===== src/rtl/uart_cs_packet_parser.sv =====
`default_nettype none
// ============================================================================
// Module  : uart_cs_packet_parser
// Brief   : Hunts SYNC/CMD/payload/CHK frames in the UART RX byte stream and
//           updates the CS configuration or delivers a measurement package.
// Revision: 1.0 - initial release
// ============================================================================
module uart_cs_packet_parser #(
  parameter int                 DATA_W      = 8,
  parameter int                 BIT_SHIFT_W = 4,
  parameter int                 ROWS_W      = 8,
  parameter int                 COLS_W      = 8,
  parameter int                 PACKET_LEN  = 64,
  parameter logic [DATA_W-1:0]  SYNC_BYTE   = 8'hA5,
  parameter int                 TIMEOUT     = 1024
) (
  input  logic                   clk,
  input  logic                   rst,
  input  logic [DATA_W-1:0]      in_data,
  input  logic                   in_valid,
  output logic                   in_ready,
  input  logic                   SAD_busy_flag,
  output logic [BIT_SHIFT_W-1:0] bit_shift_parameter,
  output logic [ROWS_W-1:0]      rows,
  output logic [COLS_W-1:0]      columns,
  output logic                   cfg_valid,
  output logic [PACKET_LEN-1:0]  measurement_package,
  output logic                   meas_valid,
  input  logic                   meas_ready,
  output logic                   pkt_error,
  output logic [1:0]             err_code
);

  localparam int NB     = PACKET_LEN / 8;
  localparam int ASM_W  = (PACKET_LEN > 24) ? PACKET_LEN : 24;
  localparam int CNT_W  = $clog2((NB > 3) ? NB : 3) + 1;
  localparam int GAP_W  = (TIMEOUT > 2) ? $clog2(TIMEOUT) : 1;

  localparam logic [DATA_W-1:0] c_cmd_cfg   = 8'h01;
  localparam logic [DATA_W-1:0] c_cmd_meas  = 8'h02;
  localparam logic [CNT_W-1:0]  c_last_cfg  = CNT_W'(2);
  localparam logic [CNT_W-1:0]  c_last_meas = CNT_W'(NB - 1);
  localparam logic [GAP_W-1:0]  c_gap_max   = GAP_W'(TIMEOUT - 1);

  typedef enum logic [2:0] {
    S_IDLE    = 3'd0,
    S_CMD     = 3'd1,
    S_PAYLOAD = 3'd2,
    S_CHECK   = 3'd3,
    S_HOLD    = 3'd4
  } state_t;

  state_t             r_state, w_state_next;
  logic               r_is_meas;
  logic [DATA_W-1:0]  r_xor;
  logic [CNT_W-1:0]   r_cnt;
  logic [GAP_W-1:0]   r_gap;
  logic [ASM_W-1:0]   r_asm;

  logic               w_accept;
  logic               w_in_pkt;
  logic               w_timeout;
  logic               w_err;
  logic [1:0]         w_err_code;
  logic               w_cfg_load;
  logic               w_meas_load;
  logic [CNT_W-1:0]   w_last;

  assign in_ready  = (r_state == S_IDLE) ? ~SAD_busy_flag
                   : (r_state == S_CMD || r_state == S_PAYLOAD || r_state == S_CHECK);
  assign w_accept  = in_valid & in_ready;
  assign w_in_pkt  = (r_state == S_CMD) || (r_state == S_PAYLOAD) || (r_state == S_CHECK);
  assign w_timeout = w_in_pkt && !w_accept && (r_gap == c_gap_max);
  assign w_last    = r_is_meas ? c_last_meas : c_last_cfg;

  always_ff @(posedge clk or negedge rst) begin
    if (!rst) r_state <= S_IDLE;
    else      r_state <= w_state_next;
  end

  always_comb begin
    w_state_next = r_state;
    w_err        = 1'b0;
    w_err_code   = 2'd0;
    w_cfg_load   = 1'b0;
    w_meas_load  = 1'b0;
    case (r_state)
      S_IDLE: begin
        if (w_accept && in_data == SYNC_BYTE) w_state_next = S_CMD;
      end
      S_CMD: begin
        if (w_accept) begin
          if (in_data == c_cmd_cfg || in_data == c_cmd_meas) begin
            w_state_next = S_PAYLOAD;
          end else begin
            w_err        = 1'b1;
            w_err_code   = 2'd1;
            w_state_next = S_IDLE;
          end
        end
      end
      S_PAYLOAD: begin
        if (w_accept && r_cnt == w_last) w_state_next = S_CHECK;
      end
      S_CHECK: begin
        if (w_accept) begin
          if (in_data == r_xor) begin
            w_meas_load  = r_is_meas;
            w_cfg_load   = ~r_is_meas;
            w_state_next = r_is_meas ? S_HOLD : S_IDLE;
          end else begin
            w_err        = 1'b1;
            w_err_code   = 2'd2;
            w_state_next = S_IDLE;
          end
        end
      end
      S_HOLD: begin
        if (meas_ready) w_state_next = S_IDLE;
      end
      default: w_state_next = S_IDLE;
    endcase
    // A stalled packet overrides whatever the state would otherwise do.
    if (w_timeout) begin
      w_err        = 1'b1;
      w_err_code   = 2'd3;
      w_state_next = S_IDLE;
    end
  end

  always_ff @(posedge clk or negedge rst) begin
    if (!rst) begin
      r_is_meas           <= 1'b0;
      r_xor               <= '0;
      r_cnt               <= '0;
      r_gap               <= '0;
      r_asm               <= '0;
      bit_shift_parameter <= '0;
      rows                <= '0;
      columns             <= '0;
      cfg_valid           <= 1'b0;
      measurement_package <= '0;
      meas_valid          <= 1'b0;
      pkt_error           <= 1'b0;
      err_code            <= 2'd0;
    end else begin
      cfg_valid <= w_cfg_load;
      pkt_error <= w_err;
      if (w_err) err_code <= w_err_code;

      if (w_in_pkt && !w_accept && !w_timeout) r_gap <= r_gap + 1'b1;
      else                                     r_gap <= '0;

      if (r_state == S_CMD && w_accept) begin
        r_is_meas <= (in_data == c_cmd_meas);
        r_xor     <= in_data;
        r_cnt     <= '0;
      end
      // First payload byte ends up as the most significant byte.
      if (r_state == S_PAYLOAD && w_accept) begin
        r_asm <= {r_asm[ASM_W-DATA_W-1:0], in_data};
        r_xor <= r_xor ^ in_data;
        r_cnt <= r_cnt + 1'b1;
      end

      if (w_cfg_load) begin
        bit_shift_parameter <= r_asm[16 +: BIT_SHIFT_W];
        rows                <= r_asm[8 +: ROWS_W];
        columns             <= r_asm[0 +: COLS_W];
      end

      if (w_meas_load) begin
        measurement_package <= r_asm[PACKET_LEN-1:0];
        meas_valid          <= 1'b1;
      end else if (r_state == S_HOLD && meas_ready) begin
        meas_valid <= 1'b0;
      end
    end
  end

endmodule
`default_nettype wire


===== config.mk =====
export PLATFORM = sky130hd
export DESIGN_NAME = uart_cs_packet_parser
export DESIGN_NICKNAME = d
export VERILOG_FILES = /design/src/rtl/uart_cs_packet_parser.sv
export SDC_FILE = /design/constraint.sdc
export NUM_CORES = 1
export LEC_CHECK = 0
export CAP_MARGIN = 25
export CORE_MARGIN = 1
export CORE_UTILIZATION = 40
export DETAILED_ROUTE_END_ITERATION = 12
export PLACE_DENSITY_LB_ADDON = 0.2
export SYNTH_ARGS = -nofsm -noshare
export SYNTH_HDL_FRONTEND = slang
export SYNTH_SLANG_ARGS = --single-unit

===== constraint.sdc =====
create_clock -name clk -period 1.9 [get_ports clk]
set_clock_uncertainty 0.05 [all_clocks]
set_input_delay 0.285 -clock clk [delete_from_list [all_inputs] [get_ports clk]]
set_output_delay 0.285 -clock clk [all_outputs]
set_load 0.1 [all_outputs]

# Word level (Yosys, flattened, before mapping)
# Index checks and enable logic that the tools add are counted.
# op_classes
bitwise	4
reduce_logical	17
eq_ne	15
addsub	2
muxes	37
# ops
op	count
$mux W3	9
$mux W1	16
$mux W8	2
$pmux W3 S5	1
$add A10 B1 Y10 const B	1
$eq A10 B10 Y1 const B	1
$mux W10	1
$ne A3 B3 Y1 const B	3
$eq A8 B1 Y1 const B	1
$eq A8 B2 Y1 const B	1
$eq A8 B8 Y1	1
$eq A8 B8 Y1 const B	1
$logic_and A1 B1 Y1	8
$mux W2	4
$mux W4	2
$xor A8 B8 Y8	1
$eq A3 B2 Y1 const B	2
$ne A3 B2 Y1 const B	2
$reduce_and A5 Y1	1
$add A4 B1 Y4 const B	1
$eq A4 B3 Y1	1
$pmux W2 S2	1
$reduce_bool A2 Y1	2
$eq A3 B1 Y1 const B	1
7 further kinds	11
# totals
out_inout_bits	90
input_bits	13
elab_cells	89
reg_bits	179

# Logic depth before layout (Yosys ltp)
# depth
ltp_word	11
mapped_depth	8
ltp_nobuf	6

# Worst setup path before layout
# No wires, ideal clock.
# synth_path
path_type	register -> output
start	register r_state[0]
end	output port in_ready
path_buffers	1
required_time_ns	1.565
slack_ns	-0.666
t_arrival_ns	2.231
path_stages_with_launch	4
cell_sequence	dfrtp_1 -> clkbuf_1 -> nor2_1 -> a21oi_1
# synth_via
elab_chain_len	4
word_cells_on_any_way	7
cone_classes	eq/ne (3); mux (1); reduce/logical (3)
# synth_lines
element	line_no	source
start, declared	53	state_t r_state, w_state_next;
start signal, assigned	78	else r_state <= w_state_next;
$eq A3 B1 Y1 or $eq A3 B2 Y1 (tied branches)	70	: (r_state == S_CMD || r_state == S_PAYLOAD || r_state == S_CHECK);
$logic_or A1 B1 Y1 (2 in series)	70	
$mux W1 (*)	69	assign in_ready = (r_state == S_IDLE) ? ~SAD_busy_flag
end, declared	21	output logic in_ready,
# Mark *: on every way between the ends. The rest lies on a longest branch, timed or not.

# Final worst setup path
# layout_path
start	register r_xor[4]
end	register measurement_package[12]
# layout_via
elab_chain_len	4
# layout_lines
element	line_no	source
start, declared	55	logic [DATA_W-1:0] r_xor;
start signal, assigned	156	r_xor <= in_data;
start signal, assigned	162	r_xor <= r_xor ^ in_data;
$eq A8 B8 Y1	107	if (in_data == r_xor) begin
$mux W1	107	
$mux W1	106	if (w_accept) begin
$mux W1	87	case (r_state)
end signal, assigned	173	measurement_package <= r_asm[PACKET_LEN-1:0];
end, declared	27	output logic [PACKET_LEN-1:0] measurement_package,
# No other way between the ends.
# A chain may end at the register's enable or synchronous reset.

==> summary.md <==
| Metric | Value |
|---|---|
| Status | finished, violations left |
| Violated checks | negative setup slack |
| CP Launch Type | flop |
| Unrepaired setup endpoints after global routing | true |
| Post-synth top area cell | dfrtp_1 |
| Kind of end point of the critical path | flop |
| Clock transition time at the flip-flop clock pins of the worst setup and hold paths | approximately 0.06 ns |
| Std cell rows | 49 |
| Post-synth ARST share | 1.00 |
| Pin count of the biggest net entering global routing | roughly 60 |
| Crit share post-route | 1.10 |
| Netlist area before placement | between 7000 and 8000 sq um |
| Clock H-tree levels | 4 |
| Total number of clock tree sinks | 179 |
| Post-route standard cell area excluding fillers | about 9500 sq um |
| Post-detailed-route count of antenna-violating nets | 0 |
| Critical-path maximum fanout | 23 |
| Boundary Pins | roughly 100 |
| Total of flip-flops plus latches after synthesis | approximately 180 |
| Predominant post-synthesis flop cell | dfrtp_1 |
| Final routed DRC violation total | 0 |
| Number of iterations in the first detailed-routing pass | 4 |
| Number of antenna violations at the first check in global routing | 0 |
| Setup tns final | -12.56 ns |
| Startpoint of the worst setup timing path | r_xor[4] |
| Number of buffers created by CTS | 17 |
| Placeable core area | ~18000 sq um |
| Net count after synthesis | approximately 650 |
| Max-capacitance violation count | 0 |
| Total Nets Final | 787 |
| Largest cells by area after synthesis | dfrtp_1 (61%), nand2_1 (11%), mux2_4 (10%), mux2_2 (5.3%), xor2_1 (1.5%) |
| Setup violation total in the final timing report | 84 |
| Final Max Slew Viols | 0 |
| R2R Path Start | r_xor[4] |
| Transition at the pin with the smallest max-transition slack | 0.327 ns |
| Count of different cell masters after synthesis | 40 |
| Proportion of netlist area held by the largest area contributor | 0.608 |
| Top cells by count, synth | nand2_1 (210), dfrtp_1 (179), mux2_4 (49), mux2_2 (35), clkbuf_1 (20) |
| Syn_area_per_cell | 11.7 sq um |
| Die ar. | 19000 sq um |
| 1st-iter DRT viols | approximately 250 |
| Peak ir drop on the vdd network | between 600 and 700 uV |
| Number of synthesized flops with an enable pin | 0 |
| Global-route usage over all layers | 0.179 |
| Residual overflow from global routing | 0 |
| Overall die height | between 100 and 150 microns |
| Power per standard cell area | roughly 880 nW/um^2 |
| Hold crit path type | in -> async |
| Setup slack on the worst flop-to-flop path | -0.19 ns |
| Synthesized instance count | 632 |
| DRT Wirelength | about 16000 microns |
| Critical-path cell with the highest stage delay | or3_4 |
| Global placer's final weighted congestion | 0.877 |
| Diodes inserted | 0 |
| Cell with the most instances after synthesis | nand2_1 |
| Peak Freq | approximately 0.48 GHz |
| Number of endpoints with negative hold slack in the final report | 0 |
| Final setup slack of the worst path | -0.189 ns |
| Standard cell area after detailed placement | 8860 sq um |
| Clock Root Buffer | clkbuf_16 |
| Input/output buffers | a little over 100 |
| Area added between synthesis and finish | 29.5% |
| Leakage power summed over all cells | 5.15 nW |
| Max transition margin | 0.781 |
| Later-pin clock latency in the skew report | approximately 0.43 ns |
| Highest cell delay on the worst timing path | 0.45 ns |
| Detailed-route vias per instance | between 4 and 5 |
| Required arrival time at the worst endpoint | between 2 and 2.5 ns |
| Buffer levels on the longest clock path | 2 |
| Crit path to | measurement_package[12] |
| Data arrival, critical path | between 2 and 2.5 ns |
| Yosys synthesis warning count | 0 |
| Worst reg2reg path endpoint | measurement_package[12] |
| Pre-CTS setup slack | -0.605 ns |
| Width of the die | about 140 microns |
| Final min period | about 2.1 ns |
| Crit path cell chain | xor2_1, nor4_2, nand2_1, or3_4, buf_12, mux2_4 |
| Initial Util | 0.409 |
| Routed via count | slightly below 5000 |
| Share of the yosys chip area belonging to registers | 0.608 |
| Crit Path Category | reg -> reg |
| Worst R2R Path Depth | 6 |
| Clock tree from TritonCTS | done |
| Share of cells above drive strength 1 | 0.350 |
| Via count of the first global-routing pass | ~5000 |
| WHS | approximately 0.24 ns |
| Global-route wire length before repair | 25600 microns |
| Half-perimeter wire length of the detailed placement result | ~11000 microns |
| Routed wire length per instance | 15.5 microns |
[flip-flops by register name, summed over array words and instances (netlist names)]
name and count:
r_gap 10, bit_shift_parameter 4, r_state 3, columns 8
r_asm 64, err_code 2, cfg_valid 1, measurement_package 64
pkt_error 1, rows 8, meas_valid 1, r_cnt 4
r_xor 8, r_is_meas 1
[metal layers]
layer,vias up,GRT usage,share of wire
met2,88,0.287,0.48
met3,9,0.0519,0.047
met5,-,0,0
met1,2459,0.233,0.46
li1,2373,-,-
met4,0,0.0525,0.0080
[cells by family after synthesis]
group | share of synthesized area
adder cells (fa/ha/maj) | 0.00340
flip-flops | 0.608
XOR/XNOR | 0.0190
AO/OA/AOI/OAI | 0.0309
AND/OR/NAND/NOR | 0.155
multiplexers | 0.156
buffers and inverters | 0.0280
[worst max-delay path, delay by kind of cell, from the launching register on]
kind	cells	cell delay [ns]
xor+xnor	1	0.15
buf+inv	1	0.19
flops	1	0.39
mux	1	0.31
simple gates	3	0.85
[cell type report]
cell class / count / area (sq um)
Timing Repair Buffer: 154 / 1410
Tap cell: 229 / 287
Sequential cell: 179 / 4480
Inverter: 5 / 18.8
Clock inverter: 11 / 131
Fill cell: 1599 / 8480
Clock buffer: 19 / 443
Multi-Input combinational cell: 415 / 2780
[through the flow]
| step | util | cells | power [mW] |
|---|---|---|---|
| floorplan | - | 632 | 4.57 |
| global placement | 0.492 | 979 | 4.98 |
| detailed placement | 0.492 | 979 | 5.02 |
| CTS | 0.526 | 1011 | 8.49 |
| global route | 0.529 | 1012 | 8.80 |
| finish | 0.529 | 1012 | 8.43 |
[layout by cell type (no fill, tap or decap), drive strengths merged, types with 2 or more instances in the layout]
cell type | netlist | final
nand2 | 210 | 210
dfrtp | 179 | 179
buf | 13 | 142
mux2 | 84 | 84
clkbuf | 20 | 19
nand3 | 17 | 17
a21oi | 17 | 17
nor2 | 14 | 14
xor2 | 13 | 13
clkdlybuf4s50 | 0 | 11
o21ai | 10 | 10
or3 | 7 | 7
inv | 5 | 7
nand2b | 6 | 6
clkinv | 0 | 5
nor3 | 4 | 4
xnor2 | 3 | 3
nand4 | 2 | 2
and2 | 2 | 2
a311oi | 2 | 2
mux2i | 2 | 2
ha | 2 | 2
bufinv | 0 | 2
clkinvlp | 0 | 2
nor4 | 2 | 2
nor2b | 2 | 2
o31ai | 2 | 2
[what timing repair did]
action / CTS / global route
endpoints found under the setup margin: 86 / 89
endpoints found under the hold margin: 24 / 0
resized for setup: 7 / 9
pin swaps: 2 / 4
hold buffers: 1 / 0
buffers inserted: 1 / 1
[worst min path at each step]
stage / from / to / slack (ns) / cells past startpoint
floorplan: rst / bit_shift_parameter[0] / -0.06 / 0
global placement: rst / measurement_package[59] / 0.12 / 1
detailed placement: rst / measurement_package[59] / 0.13 / 1
CTS: rst / measurement_package[59] / 0.24 / 2
global route: rst / measurement_package[59] / 0.26 / 2
finish: rst / measurement_package[59] / 0.24 / 2
[report_power, final]
group	leakage (nW)	switching (mW)	total (mW)	internal, mW
combinational	2.39	0.520	0.910	0.389
sequential	2.48	0.126	4.07	3.94
clock	0.277	1.48	3.45	1.97
(Power assumes the default switching activity.)
==> edit (same flow settings) <==
Make the reset (`rst`) synchronous in 2 clocked blocks.
--- a/src/rtl/uart_cs_packet_parser.sv
+++ b/src/rtl/uart_cs_packet_parser.sv
@@ -73,7 +73,7 @@
   assign w_timeout = w_in_pkt && !w_accept && (r_gap == c_gap_max);
   assign w_last    = r_is_meas ? c_last_meas : c_last_cfg;
 
-  always_ff @(posedge clk or negedge rst) begin
+  always_ff @(posedge clk) begin
     if (!rst) r_state <= S_IDLE;
     else      r_state <= w_state_next;
   end
@@ -128,7 +128,7 @@
     end
   end
 
-  always_ff @(posedge clk or negedge rst) begin
+  always_ff @(posedge clk) begin
     if (!rst) begin
       r_is_meas           <= 1'b0;
       r_xor               <= '0;
Function: differs if rst is asserted again (counterexample within 4 cycles, from zero or initial values and one cycle with rst low); with rst held inactive, the same outputs for 10 cycles.
==> edit against the original RTL <==
Synthesized cell count up 30%. Final area down 3.9%. Highest routed layer unchanged. Hold slack worse by 0.11 ns. Non-clock buffer count down 5. Wire length up 5.5%. Setup slack better by 0.24 ns. Sequential cell count unchanged. Via count up 14%. Synthesized area down 1.9%. Fmax up 13%.
Power is not compared: it rests on default switching activity, and its combinational part moved more than twofold at a synthesized area within 25%.
==> edit: results (changes against the original RTL) <==
==================================================================================
Post-synthesis to final-layout area growth                                   26.9%   was 29.5%
PortBufs                                                                       102   unchanged
Most instantiated cells after synthesis                               sky130_fd_sc_hd__nand2_1 (298), sky130_fd_sc_hd__dfxtp_1 (179), sky130_fd_sc_hd__mux2i_1 (85)   was sky130_fd_sc_hd__nand2_1 (210), sky130_fd_sc_hd__dfrtp_1 (179), sky130_fd_sc_hd__mux2_4 (49)
Number of warnings reported in the yosys synthesis log                           0   unchanged
Routed vias/inst                                                              4.85   was 4.87
Number of fillers in the final layout                                         1649   was 1599
Synth async-reset ratio                                                         0%   was 100%
Final HPWL from detailed placement                                         11.7 mm   was 10.9 mm
Vias in the first global route                                                5307   was 5010
Total routed wirelength                                                    16.6 mm   was 15.7 mm
Count of distinct cell types in the synthesized netlist                         45   was 40
Portion of the post-synthesis area used by sequential elements               49.6%   was 60.8%
CTS H-tree depth                                                                 4   unchanged
Largest registers                                                     measurement_package (64), r_asm (64), r_gap (10)   unchanged
Largest net degree at the start of global routing                               72   was 59
Net count of the mapped netlist                                                834   was 647
Max stage delay cell, worst path                                      sky130_fd_sc_hd__clkdlybuf4s50_1   was sky130_fd_sc_hd__or3_4
GRT Overall Usage                                                            18.9%   was 17.9%
First-pass iteration count of the detailed router                                5   was 4
Drt initial violations                                                         323   was 251
Number of diodes added for antenna fixing                                        0   unchanged
Final Wtd Congestion                                                         0.807   was 0.877
Minimum setup slack after placement                                      -0.471 ns   was -0.605 ns
Clock latency on the worst-skew pair                                       0.43 ns   about the same
Share of final-layout standard cells stronger than drive strength 1          19.5%   was 35.0%
Worst Reg2Reg Path Length in Cells                                               6   unchanged
Top cells by area, synth                                              sky130_fd_sc_hd__dfxtp_1 (50%), sky130_fd_sc_hd__nand2_1 (15%), sky130_fd_sc_hd__mux2i_1 (12%), sky130_fd_sc_hd__a21boi_0 (6.9%), sky130_fd_sc_hd__clkbuf_1 (2.2%)   was sky130_fd_sc_hd__dfrtp_1 (61%), sky130_fd_sc_hd__nand2_1 (11%), sky130_fd_sc_hd__mux2_4 (10%), sky130_fd_sc_hd__mux2_2 (5.3%), sky130_fd_sc_hd__xor2_1 (1.5%)
Worst Path Arrival                                                         2.15 ns   was 2.35 ns
Placed cell area                                                        8530 sq um   was 8860 sq um
VDD IR max                                                                  666 uV
Worst-case headroom to the max-slew limit                                    67.7%   was 78.1%
First-pass GRT wire length                                                 27.2 mm   was 25.6 mm
Leading area contributor after synthesis                              sky130_fd_sc_hd__dfxtp_1   was sky130_fd_sc_hd__dfrtp_1
Number of buffers added by the clock tree synthesis step                        17   unchanged
Largest fanout on the critical path                                             21   was 23
Result of the run                                                        completed   was finished, violations left
Cell count of the worst hold path                                                2
Worst Hold Class                                                      input pin to flip-flop   was input pin to async pin
Worst stage delay on the critical path                                     0.59 ns   was 0.45 ns
Final nets                                                                     941   was 787
Clock Tree Root                                                       sky130_fd_sc_hd__clkbuf_16   unchanged
==================================================================================
## edit: cell type report
| cell class | count | share of cell area, % |
|---|---|---|
| Timing Repair Buffer | 149 | 14.1 |
| Clock inverter | 15 | 1.90 |
| Tap cell | 225 | 3.07 |
| Clock buffer | 17 | 4.64 |
| Multi-Input combinational cell | 576 | 37.0 |
| Inverter | 3 | 0.123 |
| Sequential cell | 179 | 39.1 |
## edit: per-stage QoR
| step | std cells | hold slack (ns) | setup TNS (ns) |
|---|---|---|---|
| finish | 1164 | 0.137 | 0 |
| global placement | 1131 | 0.380 | -33.79 |
| floorplan | 819 | 0.368 | 0 |
| detailed placement | 1131 | 0.386 | -40.06 |
| CTS | 1163 | 0.120 | 0 |
| global route | 1164 | 0.120 | -0.0768 |
## edit: final timing paths
path | slack (ns) | start | endpoint
setup reg to reg | 0.05 | r_state[2]$_SDFFE_PP0P_ | measurement_package[53]$_SDFFE_PN0P_
setup / recovery | 0.05 | in_data[4] | measurement_package[53]$_SDFFE_PN0P_
hold / removal | 0.14 | rst | meas_valid$_SDFFE_PN0P_
hold reg to reg | 0.40 | r_gap[0]$_SDFF_PN0_ | r_gap[0]$_SDFF_PN0_
## edit: power by group through the flow
| stage | Combinational [mW] | Sequential, mW | Clock [mW] |
|---|---|---|---|
| finish | 0.216 | 3.75 | 3.49 |
| global route | 0.232 | 3.75 | 3.74 |
| CTS | 0.216 | 3.75 | 3.58 |
| detailed placement | 0.215 | 3.84 | 0 |
| global placement | 0.215 | 3.84 | 0 |
| floorplan | 0.123 | 3.84 | 0 |
## edit: cells by family after synthesis
logic type,synth area share (%)
and+or+nand+nor,20.8
DFF,49.6
AOI/OAI and AO/OA,11.1
muxes,11.8
buffers and inverters,4.14
xor gates and xnor gates,2.27
adders and majority gates,0.346
## edit: what timing repair did
action                     4_1_cts  5_1_grt
setup buffers                    0        1
setup endpoints to repair        3       73
pin swaps                        0        1
hold buffers                     0        0
resized for setup                1        8
## edit: critical path, delay by kind of cell
family,cells,cell delay (ns)
muxes,1,0.24
buffers and inverters,3,0.98
and+or+nand+nor,2,0.47
xor gates and xnor gates,1,0.16
## edit: per-layer routing
layer  track usage (%)  share of wire (%)  up-vias
met2              28.7                 45      100
met1              26.3                 50     2594
met5                 0                  0        -
met4              6.05                1.3        0
met3              4.44                3.6       20
li1                  -                  -     2929
